--- src/rtl/dmem_arbiter.sv ---
// Two-port data-memory arbiter: port 0 fixed priority with a starvation guard for port 1.
// Define DMEM_ARB_RR_EN to replace the starvation guard with round-robin on contended cycles.
`ifndef RV32_ADDR_WIDTH
`define RV32_ADDR_WIDTH 32
`endif
`ifndef RV32_DATA_WIDTH
`define RV32_DATA_WIDTH 32
`endif
`ifndef DMEM_DATA_WIDTH
`define DMEM_DATA_WIDTH 32
`endif

module dmem_arbiter #(
   parameter int unsigned STARVE_LIMIT = 8,
   parameter int unsigned CNT_W        = 4
) (
   input  logic                        clk,
   input  logic                        rst_n,
   input  logic [1:0]                  i_req_valid,
   output logic [1:0]                  o_req_ready,
   input  logic [`RV32_ADDR_WIDTH-1:0] i_req_addr0,
   input  logic [`RV32_ADDR_WIDTH-1:0] i_req_addr1,
   input  logic [1:0]                  i_req_wr_en,
   input  logic [`RV32_DATA_WIDTH-1:0] i_req_wr_data0,
   input  logic [`RV32_DATA_WIDTH-1:0] i_req_wr_data1,
   output logic [1:0]                  o_rsp_valid,
   output logic [`DMEM_DATA_WIDTH-1:0] o_rsp_data,
   output logic                        o_rsp_err,
   output logic [`RV32_ADDR_WIDTH-1:0] o_mem_addr,
   output logic                        o_mem_wr_en,
   output logic [`RV32_DATA_WIDTH-1:0] o_mem_wr_data,
   input  logic [`DMEM_DATA_WIDTH-1:0] i_mem_rd_data
);

   localparam int unsigned AW = `RV32_ADDR_WIDTH;

   logic [1:0]                  gnt;
   logic                        prefer1;
   logic                        accept;
   logic                        sel1;
   logic [AW-1:0]               sel_addr;
   logic [`RV32_DATA_WIDTH-1:0] sel_wdata;
   logic                        sel_we;
   logic                        aligned;
   logic [AW-1:0]               word_idx;

   logic [AW-1:0] mem_addr_q, mem_addr_d;
   logic          rsp_pend_q, rsp_pend_d;
   logic          rsp_owner_q, rsp_owner_d;
   logic          rsp_err_q, rsp_err_d;
   logic          rsp_rd_q, rsp_rd_d;

`ifdef DMEM_ARB_RR_EN
   logic rr_ptr_q, rr_ptr_d;

   assign prefer1 = rr_ptr_q;

   always_comb begin
      rr_ptr_d = rr_ptr_q;
      if (i_req_valid == 2'b11 && accept)
         rr_ptr_d = ~rr_ptr_q;
   end

   always_ff @(posedge clk or negedge rst_n) begin
      if (!rst_n) rr_ptr_q <= 1'b0;
      else        rr_ptr_q <= rr_ptr_d;
   end
`else
   logic [CNT_W-1:0] starve_cnt_q, starve_cnt_d;

   assign prefer1 = (starve_cnt_q == CNT_W'(STARVE_LIMIT));

   always_comb begin
      starve_cnt_d = '0;
      if (i_req_valid[1] && !gnt[1]) begin
         if (starve_cnt_q != CNT_W'(STARVE_LIMIT))
            starve_cnt_d = starve_cnt_q + 1'b1;
         else
            starve_cnt_d = starve_cnt_q;
      end
   end

   always_ff @(posedge clk or negedge rst_n) begin
      if (!rst_n) starve_cnt_q <= '0;
      else        starve_cnt_q <= starve_cnt_d;
   end
`endif

   // Grants are held off while reset is asserted so no access leaks into dmem.
   always_comb begin
      gnt = '0;
      if (rst_n) begin
         case (i_req_valid)
            2'b01:   gnt = 2'b01;
            2'b10:   gnt = 2'b10;
            2'b11:   gnt = prefer1 ? 2'b10 : 2'b01;
            default: gnt = '0;
         endcase
      end
   end

   assign o_req_ready = gnt;
   assign accept      = |gnt;
   assign sel1        = gnt[1];
   assign sel_addr    = sel1 ? i_req_addr1    : i_req_addr0;
   assign sel_wdata   = sel1 ? i_req_wr_data1 : i_req_wr_data0;
   assign sel_we      = sel1 ? i_req_wr_en[1] : i_req_wr_en[0];
   assign aligned     = (sel_addr[1:0] == 2'b00);
   assign word_idx    = {2'b00, sel_addr[AW-1:2]};

   assign o_mem_addr    = accept ? word_idx : mem_addr_q;
   assign o_mem_wr_en   = accept & sel_we & aligned;
   assign o_mem_wr_data = sel_wdata;

   always_comb begin
      mem_addr_d  = mem_addr_q;
      rsp_pend_d  = accept;
      rsp_owner_d = rsp_owner_q;
      rsp_err_d   = 1'b0;
      rsp_rd_d    = 1'b0;
      if (accept) begin
         mem_addr_d  = word_idx;
         rsp_owner_d = sel1;
         rsp_err_d   = ~aligned;
         rsp_rd_d    = ~sel_we & aligned;
      end
   end

   always_ff @(posedge clk or negedge rst_n) begin
      if (!rst_n) begin
         mem_addr_q  <= '0;
         rsp_pend_q  <= 1'b0;
         rsp_owner_q <= 1'b0;
         rsp_err_q   <= 1'b0;
         rsp_rd_q    <= 1'b0;
      end else begin
         mem_addr_q  <= mem_addr_d;
         rsp_pend_q  <= rsp_pend_d;
         rsp_owner_q <= rsp_owner_d;
         rsp_err_q   <= rsp_err_d;
         rsp_rd_q    <= rsp_rd_d;
      end
   end

   assign o_rsp_valid = rsp_pend_q ? (rsp_owner_q ? 2'b10 : 2'b01) : 2'b00;
   assign o_rsp_err   = rsp_pend_q & rsp_err_q;
   assign o_rsp_data  = (rsp_pend_q && rsp_rd_q) ? i_mem_rd_data : '0;

endmodule

--- config.mk ---
export PLATFORM = sky130hd
export DESIGN_NAME = dmem_arbiter
export DESIGN_NICKNAME = d
export VERILOG_FILES = /design/src/rtl/dmem_arbiter.sv
export SDC_FILE = /design/constraint.sdc
export NUM_CORES = 1
export LEC_CHECK = 0
export BUFFER_PORTS_ARGS = -buffer_cell sky130_fd_sc_hd__clkbuf_2
export CAP_MARGIN = 20
export CORE_AREA = 2 2 104 106
export DETAILED_ROUTE_END_ITERATION = 8
export DIE_AREA = 0 0 106 108
export GPL_ROUTABILITY_DRIVEN = 0
export HOLD_SLACK_MARGIN = 0.15
export SKIP_LAST_GASP = 1
export SLEW_MARGIN = 30
export SYNTH_ARGS = -nofsm -noshare
export SYNTH_HDL_FRONTEND = slang
export SYNTH_SLANG_ARGS = --single-unit
export TNS_END_PERCENT = 10
--- constraint.sdc ---
create_clock -name clk -period 3.1 [get_ports clk]
set_clock_uncertainty 0.05 [all_clocks]
set_input_delay 0.155 -clock clk [delete_from_list [all_inputs] [get_ports clk]]
set_output_delay 0.155 -clock clk [all_outputs]
set_load 0.005 [all_outputs]
Word level (Yosys, flattened, before mapping)
Cells that the tools add are included.
W data, S select, Z words.
{ "classes": {"addsub": 1, "n_eq_ne": 6, "muxes": 14, "n_bitwise": 6, "n_reduce_logical": 5} }
{ "ops": {"columns": ["cell", "n"], "rows": [
  ["$mux W32", 4],
  ["$mux W2", 4],
  ["$mux W4", 2],
  ["$pmux W2 S3", 1],
  ["$add A4 B1 Y4 const B", 1],
  ["$and A1 B1 Y1", 4],
  ["$eq A2 B2 Y1 const B", 2],
  ["$eq A4 B4 Y1 const B", 1],
  ["$ne A4 B4 Y1 const B", 1],
  ["$mux W1", 3],
  ["$eq A2 B1 Y1 const B", 1],
  ["$logic_and A1 B1 Y1", 2],
  ["$logic_not A2 Y1", 1],
  ["$ne A2 B1 Y1 const B", 1],
  ["$not A1 Y1", 2],
  ["$reduce_or A2 Y1", 1],
  ["$logic_not A1 Y1", 1]
]} }
{ "totals": {"ff_bits": 40, "output_inout_bits": 102, "word_cells": 38} }

Logic depth before layout (Yosys ltp)
Gate-level depths: netlist of the first run.
{ "logic_depth": {"ltp_word": 8, "mapped_depth": 6} }

Worst setup path before layout of the first run
OpenSTA, ideal clock, no wires.
{ "synth_timing": {"kind": "register -> output", "startpoint": "register starve_cnt_q[0]", "endpoint": "output o_mem_wr_data[29]", "arrival_ns": 1.547, "required_ns": 2.895, "slack_ns": 1.348, "stages_incl_launch_ff": 7, "path_cell_list": "dfrtp_1 > inv_1 > ha_1 > nand3b_4 > a21oi_4 > buf_2 > mux2_2"} }
{ "synth_via": {"elab_chain_cells": 5} }
{ "synth_lines": {"columns": ["item", "line", "source"], "rows": [
  ["from (decl)", "69", "logic [CNT_W-1:0] starve_cnt_q, starve_cnt_d;"],
  ["from (signal assigned)", "85", "else starve_cnt_q <= starve_cnt_d;"],
  ["$eq A4 B4 Y1", "71", "assign prefer1 = (starve_cnt_q == CNT_W'(STARVE_LIMIT));"],
  ["$mux W2", "96", "2'b11: gnt = prefer1 ? 2'b10 : 2'b01;"],
  ["$pmux W2 S3", "93", "case (i_req_valid)"],
  ["$mux W2", "92", "if (rst_n) begin"],
  ["$mux W32", "106", "assign sel_wdata = sel1 ? i_req_wr_data1 : i_req_wr_data0;"],
  ["to (decl)", "31", "output logic [`RV32_DATA_WIDTH-1:0] o_mem_wr_data,"]
]} }
No other way between the ends.

Worst setup path in the final report of the first run
{ "layout_timing": {"startpoint": "register starve_cnt_q[0]", "endpoint": "output o_mem_wr_data[31]"} }
Same word-level chain as after synthesis.

==> results.cfg, run 1 <==
[grt]
grt_pass1_vias = 3072
antenna_found_initial = 0
gr-total-overflow = 0
grt_pass1_wl_um = 15900
grt_usage = 0.173
grt_max_degree = 73

[sta]
finalMaxSlewViolations = 0
hold_viol = 0
maxSlewHeadroom = 0.510
setup_viol = 0
setup_tns_ns = 0
fmax_mhz = 429
fin_crit_sh = 0.751
worst_slack_ns = 0.771
tightest_slew_ns = 0.735
period_needed_ns = 2.33
rsz0062_at_grt = false

[clocking]
cts.sinks = 40
root_buffer = clkbuf_8
cts-resized-gates = 0
cts_tree = done
numCtsBuffers = 5
post_cts_buffers = 0
clk_latency_ns = 0.28
path_clk_slew_ns = 0.08
cts-htree-levels = 2
clk_path_buf_depth = 2

[die]
core_area_um2 = 10200
ios = 268
die_y_um = 108
num_rows = 37
start_util = 0.255
die_x_um = 106
dieArea_um2 = 11400

[route]
dr.pass1.iters = 4
vias = 3117
drt_iter0_markers = 165
drc = 0
wirelength_um = 10200
wl_per_cell_um = 15.7
postRouteAntennaNets = 0
routed_via_density = 4.79

[power]
power.density_nw_per_um2 = 330
irDropWorstVdd_uv = 173
finalPower_mw = 1.48
p_leak_nw = 2.48

[final_layout]
syn2layout_area_growth_pct = 71.7
fin_nets = 682
stdcell_area_um2 = 4470
num_antenna_cells = 0
drive_above_1_share = 0.559
final.fill_count = 990

[setup_path]
cp-end-kind = primary output
slowest_stage = dfrtp_1
crit_start = starve_cnt_q[0]
r2r_end = mem_addr_q[9]
path_cells = inv_1 > ha_1 > nand3b_4 > a21oi_4 > buf_4 > mux2_1 > clkbuf_2
timing.rr.start = starve_cnt_q[0]
cp_num_cells = 7
required_ns = 2.89
startpoint_type = flop
path_buf_inv = 3
r2r_cells = 6
cp_top_family = buffers and inverters
cp-endpoint = o_mem_wr_data[31]
r2r_slack_ns = 1.25
worstPathArrival_ns = 2.12
slowest_delay_ns = 0.40
crit_type = reg -> out
critical_path.max_fanout = 28

[place]
io_buffer_count = 267
dp_hpwl_um = 7790
dp_slack_ns = 1.07
placed_cell_area_um2 = 4060

[synthesis]
synth_edf_count = 0
yosys.area_share.simple = 0.123
synthXorXnorAreaFrac = 0.0101
synth-async-reset-ratio = 1.00
synth-compound-area-share = 0.261
synthMostInstantiatedCell = dfrtp_1
post-synth-top-area-cell = dfrtp_1
synth_commonest_cells = 40 x dfrtp_1, 32 x and3_1, 30 x a221o_1, 30 x mux2_1, 30 x o2111a_1
synth_fa_ha_area_frac = 0.00961
synth_area_um2 = 2600
synthFlopType = dfrtp_1
synth_cells = 232
ys_seq_area_frac = 0.384
synth-seq-cells = 40
synthMuxAreaShare = 0.154
yosys_warnings = 0
avgSynthCellArea_um2 = 11.2
netlist-cell-type-count = 30
synth_top_cell_area_share = 0.384
synth_top_family_by_area = compound AO/OA/AOI/OAI gates
synth_area_leaders = dfrtp_1 38%, mux2_1 13%, o2111a_1 13%
synth_nets = 400

[outcome]
status = finished, final reports clean

[run]
cap_violations = 0

[worst_hold_path]
hp-class = in -> reg
hold_start = i_req_addr1[1]
[cells in the final DEF, fill, tap and decap left out, drive strengths merged]
master and instances:
clkbuf 273, dfrtp 40, mux2 33, and3 32
dlygate4sd3 31, o2111a 30, a221o 30, buf 7
and2 4, nor3 4, inv 4, nand2 3
mux2i 3, nor2 2, nand3 2, nor4 2
xnor2 2, ha 2, a21oi 2, o21ai 2
nor2b 1, and3b 1, nand3b 1, xor2 1
a21o 1, clkinv 1, bufinv 1
[area by class of cell]
cell class	count	area, um^2	area share
flip-flops and latches	40	1000	0.224
multi-input cells	158	1460	0.325
well taps	136	170	0.0380
clock inverters	2	35.0	0.00783
repair buffers	305	1720	0.385
clock buffers	6	72.6	0.0162
inverters	4	15.0	0.00336
[repair_timing]
| item | 4_1_cts | 5_1_grt |
|---|---|---|
| hold buffers | 31 | 0 |
| hold endpoints to repair | 70 | 0 |
| setup endpoints to repair | 0 | 0 |
[flip-flops by register name, summed over array words and instances, names as in the netlist]
register	count
rsp_owner_q	1
mem_addr_q	32
rsp_err_q	1
rsp_rd_q	1
starve_cnt_q	4
rsp_pend_q	1
[per-layer routing]
layer,GRT usage,vias up,share of wire
met5,0,-,0
li1,-,1504,-
met3,0.0428,4,0.069
met4,0.0226,0,0.0030
met1,0.218,1475,0.43
met2,0.308,134,0.50
[per-stage QoR]
| step | util | std cells | hold WS, ns |
|---|---|---|---|
| 2_1_floorplan | - | 232 | -0.191 |
| 3_3_place_gp | 0.396 | 612 | 0.168 |
| 3_5_place_dp | 0.396 | 612 | 0.166 |
| 4_1_cts | 0.437 | 651 | 0.174 |
| 5_1_grt | 0.437 | 651 | 0.190 |
| 6_report | 0.437 | 651 | 0.172 |
[worst reg2reg max path: cells and delay by family (launching register included)]
family	cells	cell delay, ns
AO/OA/AOI/OAI	2	0.61
flip-flops	1	0.40
buffers and inverters	2	0.35
adder cells (fa/ha/maj)	1	0.21
AND/OR/NAND/NOR	1	0.10
[logic make-up (layout without fill, tap and decap cells)]
family	Yosys count	in the layout
AO/OA/AOI/OAI	65	65
XOR/XNOR	3	3
adder cells (fa/ha/maj)	2	2
buffers and inverters	34	317
flip-flops	40	40
multiplexers	36	36
AND/OR/NAND/NOR	52	52
[power breakdown]
part / total (mW) / switching, mW / internal (mW)
Combinational: 0.443 / 0.192 / 0.251
Sequential: 0.608 / 0.0287 / 0.579
Clock: 0.425 / 0.186 / 0.239
[worst min path at each step]
stage	cells after the start	slack, ns	end
2_1_floorplan	0	-0.19	mem_addr_q[0]
3_3_place_gp	2	0.17	mem_addr_q[24]
3_5_place_dp	2	0.17	mem_addr_q[28]
4_1_cts	3	0.17	rsp_err_q
5_1_grt	3	0.19	mem_addr_q[25]
6_report	3	0.17	rsp_err_q
No activity file was read; power rests on OpenSTA's default activity.
==> inputs of run 2 (changes only) <==
Settings changed: ABC_AREA set to 1, CORE_AREA 2 2 104 106 to 2 2 105 107, DIE_AREA 0 0 106 108 to 0 0 107 109.
Clock period 3.1 ns to 2.4 ns, I/O delays scaled along.
==> run 2 against run 1 <==
Effect of this change:
- critical path depth up 2
- first-iteration DRC count grew 41%
- final cell count rose by 41%
- routed wire length increased by 26%
- combinational power is 71% higher
- sequential power increased by 28%
- via count up 30%
- global-route usage is 3.3 points higher
- area after synthesis grew 9.7%
- clock power increased by 6.1%
- sequential cell count unchanged
==> results.cfg, run 2 <==
[setup_path]
crit_start = starve_cnt_q[0]
slowest_delay_ns = 0.56
cp-end-kind = flop
r2r_cells = 9
crit_type = reg -> reg
startpoint_type = flop
r2r_slack_ns = 0.18
slowest_stage = dlygate4sd3_1
worstPathArrival_ns = 2.34
path_cells = inv_1 > ha_1 > nand3_2 > nand2_4 > buf_4 > nand3b_1 > nand3_1 > nand2_1 > dlygate4sd3_1
required_ns = 2.52
timing.rr.start = starve_cnt_q[0]
r2r_end = mem_addr_q[24]
critical_path.max_fanout = 33

[final_layout]
mostFrequentLayoutCells = 267 x clkbuf_2, 198 x nand2_1, 75 x inv_1
fin_nets = 948
final_common_cell = clkbuf_2
syn2layout_area_growth_pct = 74.8
largest_reg_flops = 32
top_register = mem_addr_q
num_antenna_cells = 0
drive_above_1_share = 0.371
final.fill_count = 1090
top_regs = mem_addr_q x32, starve_cnt_q x4

[route]
drt_iter0_markers = 232
postRouteAntennaNets = 0
wirelength_um = 12800
dr.pass1.iters = 5
drc = 0
vias = 4053
wl_per_cell_um = 13.9
routed_via_density = 4.40

[synthesis]
synth-async-reset-ratio = 1.00
avgSynthCellArea_um2 = 6.17
synth_edf_count = 0
post-synth-top-area-cell = dfrtp_1
synthFlopType = dfrtp_1
synth-seq-cells = 40
synth_area_um2 = 2860
synth_cells = 463
yosys_warnings = 0
netlist-cell-type-count = 22
synthMostInstantiatedCell = nand2_1
synth_commonest_cells = 198 x nand2_1, 75 x inv_1, 40 x dfrtp_1, 39 x nor2_1, 36 x nand3_1
synth_area_leaders = dfrtp_1 35%, nand2_1 26%, inv_1 9.9%
synth_top_cell_area_share = 0.350
ys_seq_area_frac = 0.350
synth_nets = 631

[power]
p_leak_nw = 3.23
irDropWorstVdd_uv = 223
power.density_nw_per_um2 = 397

[sta]
setup_viol = 0
rsz0062_at_grt = false
fmax_mhz = 450
period_needed_ns = 2.22
worst_slack_ns = 0.176
maxSlewHeadroom = 0.612
tightest_slew_ns = 0.582
setup_tns_ns = 0
finalMaxSlewViolations = 0
fin_crit_sh = 0.926
hold_viol = 0

[grt]
grt_max_degree = 67
grt_pass1_vias = 3783
grt_pass1_wl_um = 18700
antenna_found_initial = 0
grt_usage = 0.206
gr-total-overflow = 0

[place]
dp_hpwl_um = 9760
dp_slack_ns = 0.563
io_buffer_count = 267

[clocking]
clk_path_buf_depth = 2
cts.sinks = 40
cts-htree-levels = 2
clk_latency_ns = 0.28
cts-resized-gates = 0
path_clk_slew_ns = 0.07
cts_tree = done
root_buffer = clkbuf_8
numCtsBuffers = 5

[worst_hold_path]
hp-class = in -> reg
min_delay_path_depth = 4
hold_end = mem_addr_q[0]
hold_start = i_req_addr1[2]

[die]
num_rows = 38
start_util = 0.270
die_x_um = 107
ios = 268
core_area_um2 = 10600
dieArea_um2 = 11700
die_y_um = 109

[outcome]
status = finished, final reports clean

[run]
cap_violations = 0
run 2: cell type report:
type | instances | area, um^2 | area share
clock buffer | 8 | 90.1 | 0.0180
inverter | 78 | 293 | 0.0586
timing repair buffer | 335 | 2010 | 0.403
sequential | 40 | 1000 | 0.200
tap | 140 | 175 | 0.0351
multi-input combinational | 320 | 1430 | 0.285
run 2: worst max-delay path by stage:
stage                     slack, ns                 to  depth (start not counted)
after floorplan                0.92     o_mem_addr[23]                         10
after global placement         0.61  o_mem_wr_data[21]                          9
after detailed placement       0.56  o_mem_wr_data[25]                          9
after CTS                      0.16     mem_addr_q[29]                          9
after global routing           0.05      mem_addr_q[4]                          9
final                          0.18     mem_addr_q[24]                          9
run 2: critical path, delay by kind of cell (launching register included):
family	cells	cell delay (ns)
buffers and inverters	3	0.98
AND/OR/NAND/NOR	5	0.51
flip-flops	1	0.42
adder cells (fa/ha/maj)	1	0.15
run 2: what timing repair did:
item                                   CTS  global route
hold buffers                            61             0
buffers inserted                         0             0
endpoints found under the hold margin   73             0
run 2: cells by family (layout without fill, tap and decap cells):
group                      count (synthesis)  count (layout)  share of synthesized area
AOI/OAI and AO/OA                          4               4                    0.00788
adders and majority gates                  2               2                    0.00876
buffers and inverters                    103             421                      0.151
and+or+nand+nor                          312             312                      0.476
DFF                                       40              40                      0.350
xor gates and xnor gates                   2               2                    0.00613
run 2: per-layer routing:
layer  GRT usage  part of all wire  vias up  wire, um
li1            -                 -     1999         -
met1       0.223              0.37     1854      4800
met2       0.404              0.52      180      6680
met3      0.0406             0.078       20       999
met4      0.0594             0.025        0       326
met5           0                 0        -         0
run 2: stage by stage:
| stage | hold WS (ns) | cell area, um^2 | util | total power [mW] | std cells |
|---|---|---|---|---|---|
| CTS | 0.154 | 5000 | 0.471 | 2.01 | 921 |
| detailed placement | 0.267 | 4300 | 0.405 | 1.41 | 852 |
| global placement | 0.269 | 4300 | 0.405 | 1.40 | 852 |
| global route | 0.167 | 5000 | 0.471 | 2.12 | 921 |
| finish | 0.160 | 5000 | 0.471 | 1.98 | 921 |
| floorplan | -0.226 | 2860 | - | 1.06 | 463 |
run 2: power by group:
group          internal [mW]  switching (mW)
Sequential             0.752          0.0253
Combinational          0.395           0.360
Clock                  0.234           0.217
Total                   1.38           0.603
